==> src/rtl/flash_loader.sv <==
// flash_loader
//   Bulk copy engine: on start, reads `length` bytes one at a time from the
//   SPI flash byte reader (24-bit byte address) and writes them to a byte-wide
//   memory port starting at dst_addr. Pulses done after the last write.
//
// Optional feature macro: FLASH_LOADER_CSUM_EN
//   defined   : csum is a running 16-bit sum of the bytes written by the
//               current (or most recent) copy.
//   undefined : csum is tied to 0.
//
// Ports
//   clk, reset       clock, synchronous active-high reset
//   start            command strobe, sampled only while idle
//   src_addr         first flash byte address (sampled with start)
//   dst_addr         first destination address (sampled with start)
//   length           byte count 0..2^ADDR_W (sampled with start)
//   busy, done       status; done is a one-cycle completion pulse
//   flash_valid/addr request to the flash reader
//   flash_ready/rdata one-cycle data-valid pulse and byte from the reader
//   mem_we/addr/wdata byte write port
//   csum             running checksum
module flash_loader #(
    parameter int ADDR_W = 18
) (
    input  logic              clk,
    input  logic              reset,
    input  logic              start,
    input  logic [23:0]       src_addr,
    input  logic [ADDR_W-1:0] dst_addr,
    input  logic [ADDR_W:0]   length,
    output logic              busy,
    output logic              done,
    output logic              flash_valid,
    output logic [23:0]       flash_addr,
    input  logic              flash_ready,
    input  logic [7:0]        flash_rdata,
    output logic              mem_we,
    output logic [ADDR_W-1:0] mem_addr,
    output logic [7:0]        mem_wdata,
    output logic [15:0]       csum
);

    typedef enum logic [1:0] {IDLE, REQ, WR, DONE} state_t;

    state_t            state_reg, state_next;
    logic [ADDR_W:0]   remain_reg, remain_next;
    logic [23:0]       src_reg, src_next;
    logic [ADDR_W-1:0] dst_reg, dst_next;

    logic              busy_reg, busy_next;
    logic              done_reg, done_next;
    logic              flash_valid_reg, flash_valid_next;
    logic [23:0]       flash_addr_reg, flash_addr_next;
    logic              mem_we_reg, mem_we_next;
    logic [ADDR_W-1:0] mem_addr_reg, mem_addr_next;
    logic [7:0]        mem_wdata_reg, mem_wdata_next;

`ifdef FLASH_LOADER_CSUM_EN
    logic [15:0]       csum_reg, csum_next;
`endif

    always_ff @(posedge clk) begin
        if (reset) begin
            state_reg       <= IDLE;
            remain_reg      <= '0;
            src_reg         <= '0;
            dst_reg         <= '0;
            busy_reg        <= 1'b0;
            done_reg        <= 1'b0;
            flash_valid_reg <= 1'b0;
            flash_addr_reg  <= '0;
            mem_we_reg      <= 1'b0;
            mem_addr_reg    <= '0;
            mem_wdata_reg   <= '0;
`ifdef FLASH_LOADER_CSUM_EN
            csum_reg        <= '0;
`endif
        end else begin
            state_reg       <= state_next;
            remain_reg      <= remain_next;
            src_reg         <= src_next;
            dst_reg         <= dst_next;
            busy_reg        <= busy_next;
            done_reg        <= done_next;
            flash_valid_reg <= flash_valid_next;
            flash_addr_reg  <= flash_addr_next;
            mem_we_reg      <= mem_we_next;
            mem_addr_reg    <= mem_addr_next;
            mem_wdata_reg   <= mem_wdata_next;
`ifdef FLASH_LOADER_CSUM_EN
            csum_reg        <= csum_next;
`endif
        end
    end

    always_comb begin
        state_next       = state_reg;
        remain_next      = remain_reg;
        src_next         = src_reg;
        dst_next         = dst_reg;
        busy_next        = busy_reg;
        done_next        = 1'b0;
        flash_valid_next = flash_valid_reg;
        flash_addr_next  = flash_addr_reg;
        mem_we_next      = 1'b0;
        mem_addr_next    = mem_addr_reg;
        mem_wdata_next   = mem_wdata_reg;
`ifdef FLASH_LOADER_CSUM_EN
        csum_next        = csum_reg;
`endif

        case (state_reg)
            IDLE: begin
                if (start) begin
                    src_next    = src_addr;
                    dst_next    = dst_addr;
                    remain_next = length;
                    busy_next   = 1'b1;
`ifdef FLASH_LOADER_CSUM_EN
                    csum_next   = '0;
`endif
                    if (length == '0) begin
                        // Empty copy: report completion immediately.
                        state_next = DONE;
                        done_next  = 1'b1;
                    end else begin
                        state_next       = REQ;
                        flash_valid_next = 1'b1;
                        flash_addr_next  = src_addr;
                    end
                end
            end

            REQ: begin
                if (flash_ready) begin
                    state_next       = WR;
                    flash_valid_next = 1'b0;
                    mem_we_next      = 1'b1;
                    mem_wdata_next   = flash_rdata;
                    mem_addr_next    = dst_reg;
                    remain_next      = remain_reg - (ADDR_W+1)'(1);
`ifdef FLASH_LOADER_CSUM_EN
                    csum_next        = csum_reg + {8'd0, flash_rdata};
`endif
                end
            end

            WR: begin
                // This cycle keeps flash_valid low so the reader sees a clean
                // gap between requests.
                if (remain_reg == '0) begin
                    state_next = DONE;
                    done_next  = 1'b1;
                end else begin
                    // Both increments wrap naturally at their register width.
                    src_next         = src_reg + 24'd1;
                    dst_next         = dst_reg + ADDR_W'(1);
                    flash_valid_next = 1'b1;
                    flash_addr_next  = src_reg + 24'd1;
                    state_next       = REQ;
                end
            end

            DONE: begin
                state_next = IDLE;
                busy_next  = 1'b0;
            end

            default: state_next = IDLE;
        endcase
    end

    assign busy        = busy_reg;
    assign done        = done_reg;
    assign flash_valid = flash_valid_reg;
    assign flash_addr  = flash_addr_reg;
    assign mem_we      = mem_we_reg;
    assign mem_addr    = mem_addr_reg;
    assign mem_wdata   = mem_wdata_reg;

`ifdef FLASH_LOADER_CSUM_EN
    assign csum = csum_reg;
`else
    assign csum = 16'd0;
`endif

endmodule
==> config.mk <==
export PLATFORM = sky130hd
export DESIGN_NAME = flash_loader
export DESIGN_NICKNAME = d
export VERILOG_FILES = /design/src/rtl/flash_loader.sv
export SDC_FILE = /design/constraint.sdc
export NUM_CORES = 1
export LEC_CHECK = 0
export BUFFER_PORTS_ARGS = -buffer_cell sky130_fd_sc_hd__buf_4
export CAP_MARGIN = 25
export CORE_MARGIN = 2
export CORE_UTILIZATION = 35
export DETAILED_ROUTE_END_ITERATION = 6
export GPL_TIMING_DRIVEN = 0
export PLACE_DENSITY = 0.61
export SYNTH_ARGS = -nofsm -noshare
export SYNTH_HDL_FRONTEND = slang
export SYNTH_SLANG_ARGS = --single-unit
==> constraint.sdc <==
create_clock -name clk -period 2.8 [get_ports clk]
set_clock_uncertainty 0.1 [all_clocks]
set_input_delay 0 -clock clk [delete_from_list [all_inputs] [get_ports clk]]
set_output_delay 0 -clock clk [all_outputs]
set_load 0.005 [all_outputs]
# Word-level counts from Yosys, hierarchy flattened
# Cells that the tools add are included.
dict set report totals {
  word_cells 66
  ff_bits 117
  output_inout_bits 70
  in_bits 73
}
dict set report classes {
  n_eq_ne 7
  n_bitwise 1
  add_sub_neg 3
  reduce_logical 15
  muxes 29
}
# cell count
set op_table {}
lappend op_table {{$mux W24} 4}
lappend op_table {{$pmux W24 S2} 2}
lappend op_table {{$logic_not A19 Y1} 2}
lappend op_table {{$mux W19} 2}
lappend op_table {{$pmux W19 S2} 1}
lappend op_table {{$mux W18} 2}
lappend op_table {{$pmux W18 S2} 1}
lappend op_table {{$add A24 B1 Y24 const B} 1}
lappend op_table {{$sub A19 B1 Y19 const B} 1}
lappend op_table {{$add A18 B1 Y18 const B} 1}
lappend op_table {{$mux W1} 9}
lappend op_table {{$mux W2} 4}
lappend op_table {{$ne A2 B2 Y1 const B} 4}
lappend op_table {{$pmux W2 S4} 1}
lappend op_table {{$reduce_and A2 Y1} 3}
lappend op_table {{$reduce_and A3 Y1} 2}
lappend op_table {{$reduce_bool A2 Y1} 3}
lappend op_table {{$reduce_and A5 Y1} 1}
lappend op_table {{$eq A2 B2 Y1 const B} 2}
lappend op_table {{$pmux W1 S2} 2}
lappend op_table {{$reduce_and A4 Y1} 1}
lappend op_table {{$pmux W1 S3} 1}
lappend op_table {{$reduce_bool A3 Y1} 1}
lappend op_table {{$eq A2 B1 Y1 const B} 1}
lappend op_table {{3 further kinds} 3}

# Logic depth before layout (Yosys ltp)
# Gate-level depths: netlist (run 1).
dict set report logic_depth {
  ltp_word 4
  depth_mapped 9
  ltp_nobuf 7
}

# Worst setup path before layout (run 1)
# Ideal clock, no wire load.
dict set report synth_path {
  kind {register -> register}
  startpoint {register remain_reg[12]}
  endpoint {register dst_reg[15]}
  setup_slack_ns 0.555
  path_stages_with_launch 8
  required_time_ns 2.568
  setup_time_ns 0.132
  n_path_buf 2
  t_arrival_ns 2.013
  cell_sequence {dfxtp_1 -> or4_4 -> or4_4 -> o21ba_1 -> buf_6 -> buf_2 -> o21ai_0 -> a21oi_1}
}
dict set report synth_between {
  elab_chain_len 3
}
# element line_no
set synth_lines {}
lappend synth_lines {{start: declaration} 46} ;# logic [ADDR_W:0] remain_reg, remain_next;
lappend synth_lines {{start signal: assignment} 80} ;# remain_reg <= remain_next;
lappend synth_lines {{$logic_not A19 Y1} 151} ;# if (remain_reg == '0) begin
lappend synth_lines {{$ne A2 B2 Y1 (no source line)} -}
lappend synth_lines {{$reduce_and A3 Y1 (no source line)} -}
lappend synth_lines {{end signal: assignment} 82} ;# dst_reg <= dst_next;
lappend synth_lines {{end: declaration} 48} ;# logic [ADDR_W-1:0] dst_reg, dst_next;
# Every way passes these cells.
# A chain may end at the register's enable or synchronous reset.

# Worst setup path after layout (run 1)
dict set report layout_path {
  startpoint {register src_reg[1]}
  endpoint {register flash_addr_reg[14], in the netlist flash_addr[14]}
}
dict set report layout_between {
  elab_chain_len 3
}
# element line_no
set layout_lines {}
lappend layout_lines {{start: declaration} 47} ;# logic [23:0] src_reg, src_next;
lappend layout_lines {{start signal: assignment} 81} ;# src_reg <= src_next;
lappend layout_lines {{$add A24 B1 Y24} 159} ;# flash_addr_next = src_reg + 24'd1;
lappend layout_lines {{$mux W24} 151}
lappend layout_lines {{$pmux W24 S2} 112} ;# case (state_reg)
lappend layout_lines {{end signal: assignment} 86} ;# flash_addr_reg <= flash_addr_next;
lappend layout_lines {{end: declaration} 53} ;# logic [23:0] flash_addr_reg, flash_addr_next;
# Every way passes these cells. The select of a mux whose other input is x is not followed.

==> impl_results.md, run 1 <==
- Outcome: complete, no violations
- Post-Syn Instances: 828
- Crit-path cells: ha_1, inv_1, or4_1, or3_1, a311o_1, o21ai_0
- Pin count of the biggest net entering global routing: 17
- DRC: 0
- Slew Viols, Final: 0
- Gr ovfl total: 0
- Die Wd: 138.7 µm
- I/O Buffers: 125
- First-pass GRT wire length: around 36 mm
- Antenna Cells: 0
- Seq/Total Area, Yosys: ~37%
- FMAX: 0.3771 GHz
- RSZ-0062 raised after global routing: false
- Clk_lat worst skew: 0.42 ns
- Largest fanout on the critical path: 8
- Area Growth Syn to Fin: 39.71%
- Pleak: roughly 0.0034 µW
- Setup tns final: 0 ns
- Fin util: 49.52%
- # Post-CTS Setup Buffers: 0
- Row count: 49
- Pwr Density: approximately 930 nW/µm²
- Hold Path End: dst_reg[8]$_SDFFE_PP0P_
- Die Y: 138.7 µm
- Startpoint types: register
- Die Area: 19230 µm²
- CTS tree: done
- Worst path max stage delay: 0.62 ns
- WL per Instance: 17.87 µm
- Hold Fails Final Rpt: 0
- Yosys synthesis warning count: 0
- Initial DRC Count: 649
- Worst Setup End Kind: register
- Arrival time at the worst endpoint: 2.90 ns
- Hold Crit Start: dst_addr[8]
- CP Buf/Inv Count: 1
- Ys async rst share: 0%
- Synth Flop Type: dfxtp_1
- Most common cell in the netlist: dfxtp_1
- Sw Share: approximately two fifths
- MaxCap Viol Count: 0
- Most frequent cells after synthesis: dfxtp_1, nand2_1, a21oi_1, nor2_1, o21ai_0
- Slew HR: 47.07%
- Routed wire length: between 20 and 25 mm
- Crit path required time: 3.05 ns
- Post-Syn Area: 6346 µm²
- WHS Path Cells: 4
- Post-Syn Area per Cell: approximately 7.7 µm²
- Via count: 7125
- Synth area leader: dfxtp_1
- Synth top area cells: dfxtp_1, nand2_1, a21oi_1
- CTS root buffer: clkbuf_16
- Final instance area: between 8000 and 9000 µm²
- Drt pass-1 iters: 7
- Core area: 17900 µm²
- Tcrit/Tclk final: between 90% and 100%
- Antenna violations before repair: 0
- Worst R2R Path Depth: 6
- Slew @ Worst Pin: 0.7939 ns
- Clock transition at path regs: 0.05 ns
- Share of layout cells above drive strength 1: 18.50%
- WS Path Type: reg2reg
- Crit Reg-Reg Startpoint: src_reg[1]$_SDFFE_PP0P_
- Routability cong.: 0.9040
- Count of state elements after synthesis: 117
- Clock network fraction of total power: around 25%
- ANT nets after route: 0
- P_int: 4839 µW
- # nets final: roughly 1.1k
- Vias in the first global route: 6555
- Reg2Reg Setup Slack: 0.15 ns
- Slowest CP cell: or4_1
- Combinational power share: 42.7%
- EDFF count, synth: 0
- Final Setup Violations: 0
- H-tree depth: 4
- Fill cell count: 1786
- Tmin final: 2.652 ns
- Post-synthesis cell type count: 69
- Cts bufs inserted: 17
- Ports: ~140
- P_sw: 3368 µW
- Clk sink count: 117
- Aggregate global-route resource usage: 23.42%
- HPWL after DPL: 16.24 mm
- Delay-heaviest family, CP: simple AND/OR/NAND/NOR gates
- Proportion of netlist area held by the largest area contributor: between 30 and 40%
- Initial core utilization: 35.45%
- IR drop worst, VDD: 0.0005411 V
- Vias/cell: around 5.5
- Dpl cell area: 7627 µm²
- Worst reg2reg endpoint: flash_addr[14]$_SDFFE_PP0P_
- Min-Delay Path Class: in2reg
- Part of the power in registers: 32.3%
- Clock buffer depth: 2
## how the worst max path moves through the flow
| stage | start | endpoint | cells past startpoint |
|---|---|---|---|
| detailed placement | state_reg[0]$_SDFFE_PP0P_ | flash_addr[21]$_SDFFE_PP0P_ | 7 |
| finish | src_reg[1]$_SDFFE_PP0P_ | flash_addr[14]$_SDFFE_PP0P_ | 6 |
| global placement | state_reg[0]$_SDFFE_PP0P_ | flash_addr[19]$_SDFFE_PP0P_ | 7 |
| global route | src_reg[1]$_SDFFE_PP0P_ | flash_addr[14]$_SDFFE_PP0P_ | 6 |
| floorplan | remain_reg[12]$_SDFFE_PP0P_ | dst_reg[15]$_SDFFE_PP0P_ | 7 |
| CTS | state_reg[1]$_SDFFE_PP0P_ | remain_reg[9]$_SDFFE_PP0P_ | 9 |
## cells in the final DEF, fill, tap and decap left out, types with 10 or more instances in the layout
master and n:
a211oi_1 13, a21oi_1 83, a31oi_1 16, and2_1 12, and3_1 11, buf_4 142, clkbuf_1 48, clkbuf_16 17
conb_1 16, dfxtp_1 117, dlygate4sd3_1 68, inv_1 14, mux2i_1 11, nand2_1 115, nand3_1 39, nand4_1 14
nor2_1 62, nor2b_1 15, nor3_1 10, nor4_1 11, o211ai_1 14, o21ai_0 55, or3_1 11, or4_1 10
## worst register-to-register path, delay by kind of cell, from the launching register on
kind	cells	cell delay, ns
adder cells (fa/ha/maj)	1	0.41
AND/OR/NAND/NOR	2	0.96
AO/OA/AOI/OAI	2	0.46
flip-flops	1	0.51
buffers and inverters	1	0.15
## per-stage QoR
| stage | cells | power [µW] | hold slack (ns) | worst slack [ns] |
|---|---|---|---|---|
| global route | 1294 | 8730 | 0.03887 | 0.02846 |
| global placement | 1197 | 5987 | 0.1494 | -0.07674 |
| detailed placement | 1197 | 6021 | 0.1558 | -0.09564 |
| finish | 1294 | 8207 | 0.04206 | 0.1484 |
| floorplan | 843 | 4802 | 0.03597 | 0.5546 |
| CTS | 1294 | 8178 | 0.01760 | 0.06569 |
## power by group through the flow
| stage | logic, µW | registers (µW) | clock network (µW) |
|---|---|---|---|
| after floorplan | 2270 | 2530 | 0 |
| after global placement | 3330 | 2660 | 0 |
| after detailed placement | 3360 | 2660 | 0 |
| after CTS | 3460 | 2630 | 2090 |
| after global routing | 3850 | 2720 | 2160 |
| final | 3500 | 2650 | 2050 |
## final cells by class
class / count / area, µm² / area share [%]
inverter: 16 / 60.06 / 0.6774
sequential: 117 / 2342 / 26.42
timing repair buffer: 193 / 1619 / 18.26
clock inverter: 5 / 50.05 / 0.5645
multi-input combinational: 631 / 3613 / 40.76
buffer: 79 / 402.9 / 4.544
tap: 229 / 286.5 / 3.232
clock buffer: 24 / 491.7 / 5.546
## per-layer routing
metal	track usage, %	share of wire (%)
met1	31.17	44
met2	38.17	47
met3	4.903	6.7
met4	7.549	2.1
met5	0	0
## cell families (layout without fill, tap and decap cells)
kind of cell,count (synthesis),count (layout),share of synthesized area (%)
compound gates,245,245,24.33
xor+xnor,6,6,0.8282
fa+ha+maj,7,7,1.380
buf+inv,95,317,7.236
flops,117,117,36.91
mux,12,12,1.913
other cells,1,16,0.05909
simple gates,345,345,27.35
## repair_timing
item                       in CTS  in global routing
hold buffers                   68                  0
resized for setup               1                  6
cloned                          0                  0
hold endpoints to repair       86                  0
setup endpoints to repair       6                 17
Power figures use the tool's default switching activity.
==> run 2, diff against run 1 <==
- PLACE_DENSITY: 0.61 -> not set
- PLACE_DENSITY_LB_ADDON: not set -> 0.05
==> impl_results.md, run 2 (same netlist as run 1, synthesis figures left out) <==
- # nets final: 1134 (was 1135)
- Outcome: complete, no violations (unchanged)
- Final Setup Violations: 0 (unchanged)
- Clk_lat worst skew: 0.42 ns (about the same)
- Share of layout cells above drive strength 1: 18.93% (was 18.50%)
- Clk sink count: 117 (unchanged)
- Die Area: 19230 µm² (unchanged)
- Slew HR: 36.35% (was 47.07%)
- Grt met3 use: 4.178% (was 4.903%)
- Die Y: 138.7 µm (unchanged)
- Tcrit/Tclk final: 94.66% (was 94.70%)
- Worst Setup End Kind: register (unchanged)
- GR peak layer: met2 (unchanged)
- Initial core utilization: 35.45% (unchanged)
- FMAX: 0.3773 GHz (was 0.3771 GHz)
- Slew Viols, Final: 0 (unchanged)
- MaxCap Viol Count: 0 (unchanged)
- Antenna violations before repair: 0 (unchanged)
- Worst Hold Slack: 0.04131 ns (was 0.04206 ns)
- H-tree depth: 4 (unchanged)
- CTS root buffer: clkbuf_16 (unchanged)
- Arrival time at the worst endpoint: 2.89 ns (was 2.90 ns)
- Placed cells: 1197 (unchanged)
- Clock buffer depth: 2 (unchanged)
- Finished Layout Cells: 1296 (was 1294)
- ANT nets after route: 0 (unchanged)
- I/O Buffers: 125 (unchanged)
- Area Growth Syn to Fin: 40.87% (was 39.71%)
- Routability cong.: 0.9155 (was 0.9040)
- Initial DRC Count: 486 (was 649)
- Vias/cell: 5.387 (was 5.506)
- HPWL after DPL: 16.57 mm (was 16.24 mm)
- Die Wd: 138.7 µm (unchanged)
- Fill cell count: 1855 (was 1786)
- Clock transition at path regs: 0.06 ns (was 0.05 ns)
- Slew @ Worst Pin: 0.9548 ns (was 0.7939 ns)
- Register area: 2342 µm² (unchanged)
- IR drop worst, VDD: 0.0005257 V (was 0.0005411 V)
- Dpl cell area: 7627 µm² (unchanged)
- Min-Delay Path Class: in2reg (unchanged)
- Gr ovfl total: 0 (unchanged)
- Drt pass-1 iters: 5 (was 7)
- Crit path required time: 3.04 ns (was 3.05 ns)
- RSZ-0062 raised after global routing: false (unchanged)
- Most frequent cells in the layout: buf_4, dfxtp_1, nand2_1 (unchanged)
- Hold Fails Final Rpt: 0 (unchanged)
- Routed wire length: 23.54 mm (was 23.13 mm)
- Pin count of the biggest net entering global routing: 17 (unchanged)
- # Post-CTS Setup Buffers: 0 (unchanged)
- Startpoint types: register (unchanged)
- DRC: 0 (unchanged)
- M2 GR Usage: 40.28% (was 38.17%)
- Tmin final: 2.650 ns (was 2.652 ns)
- Multi-input logic area: 3616 µm² (was 3613 µm²)
- Antenna Cells: 0 (unchanged)
- Most common cell after layout, fill and taps aside: buf_4 (unchanged)
- Largest fanout on the critical path: 10 (was 8)
- Cts bufs inserted: 17 (unchanged)
- CTS tree: done (unchanged)
- Pwr Density: 943.9 nW/µm² (was 925.7 nW/µm²)
- WL per Instance: 18.16 µm (was 17.87 µm)
- Ports: 143 (unchanged)
- Vias in the first global route: 6698 (was 6555)
- WS Path Type: reg2reg (unchanged)
- Pleak: 0.003446 µW (was 0.003424 µW)
- First-pass GRT wire length: 37.05 mm (was 35.76 mm)
- Aggregate global-route resource usage: 24.25% (was 23.42%)
- Core area: 17900 µm² (unchanged)
- Row count: 49 (unchanged)
- Met1 GRT Util: 32.78% (was 31.17%)
- Final instance area: 8940 µm² (was 8866 µm²)
- Via count: 6982 (was 7125)
==> run 2: final timing paths <==
path | startpoint | to | slack (ns) | depth (start not counted)
setup reg to reg | state_reg[0]$_SDFFE_PP0P_ | dst_reg[7]$_SDFFE_PP0P_ | 0.15 | 8
hold reg to reg | mem_wdata[0]$_SDFFE_PP0P_ | mem_wdata[0]$_SDFFE_PP0P_ | 0.35 | 2
setup / recovery | state_reg[0]$_SDFFE_PP0P_ | dst_reg[7]$_SDFFE_PP0P_ | 0.15 | 8
hold / removal | reset | flash_valid$_SDFFE_PP0P_ | 0.04 | 3
==> run 2: worst max-delay path, cell delays in order, from the launching register on <==
cell and delay [ns]:
dfxtp_1 0.34, inv_1 0.09, ha_1 0.21, clkbuf_1 0.55, clkbuf_1 0.60, nand3_1 0.15, o32ai_1 0.31, nand2_1 0.10
a21oi_1 0.12
==> run 2: cell type report <==
| type | instances | area share, % |
|---|---|---|
| flip-flops and latches | 117 | 26.20 |
| clock inverters | 15 | 2.029 |
| clock buffers | 17 | 4.759 |
| repair buffers | 195 | 18.33 |
| inverters | 16 | 0.6718 |
| well taps | 229 | 3.205 |
| plain buffers | 76 | 4.353 |
| multi-input cells | 631 | 40.45 |
==> run 2: per-stage QoR <==
step	TNS [ns]	setup slack, ns	total power, µW	utilization [%]
2_1_floorplan	0	0.5546	4802	-
3_3_place_gp	-0.1414	-0.07207	6071	42.61
3_5_place_dp	-0.1310	-0.05701	6066	42.61
4_1_cts	0	0.06385	8427	49.92
5_1_grt	0	0.00008149	8964	49.94
6_report	0	0.1497	8438	49.94
==> run 2: per-layer routing <==
| metal | vias up | wire, µm |
|---|---|---|
| li1 | 3449 | - |
| met1 | 3244 | 10920 |
| met2 | 260 | 11020 |
| met3 | 29 | 1276 |
| met4 | 0 | 328 |
| met5 | - | 0 |
==> run 2: power breakdown <==
group	internal, µW	switching (µW)
clock network	1400	851
registers	2150	506
logic	1410	2120
==> run 2: timing repair <==
| action | 4_1_cts | 5_1_grt |
|---|---|---|
| hold buffers | 70 | 0 |
| setup endpoints to repair | 6 | 10 |
| endpoints found under the hold margin | 91 | 0 |
| gates resized for setup | 1 | 3 |
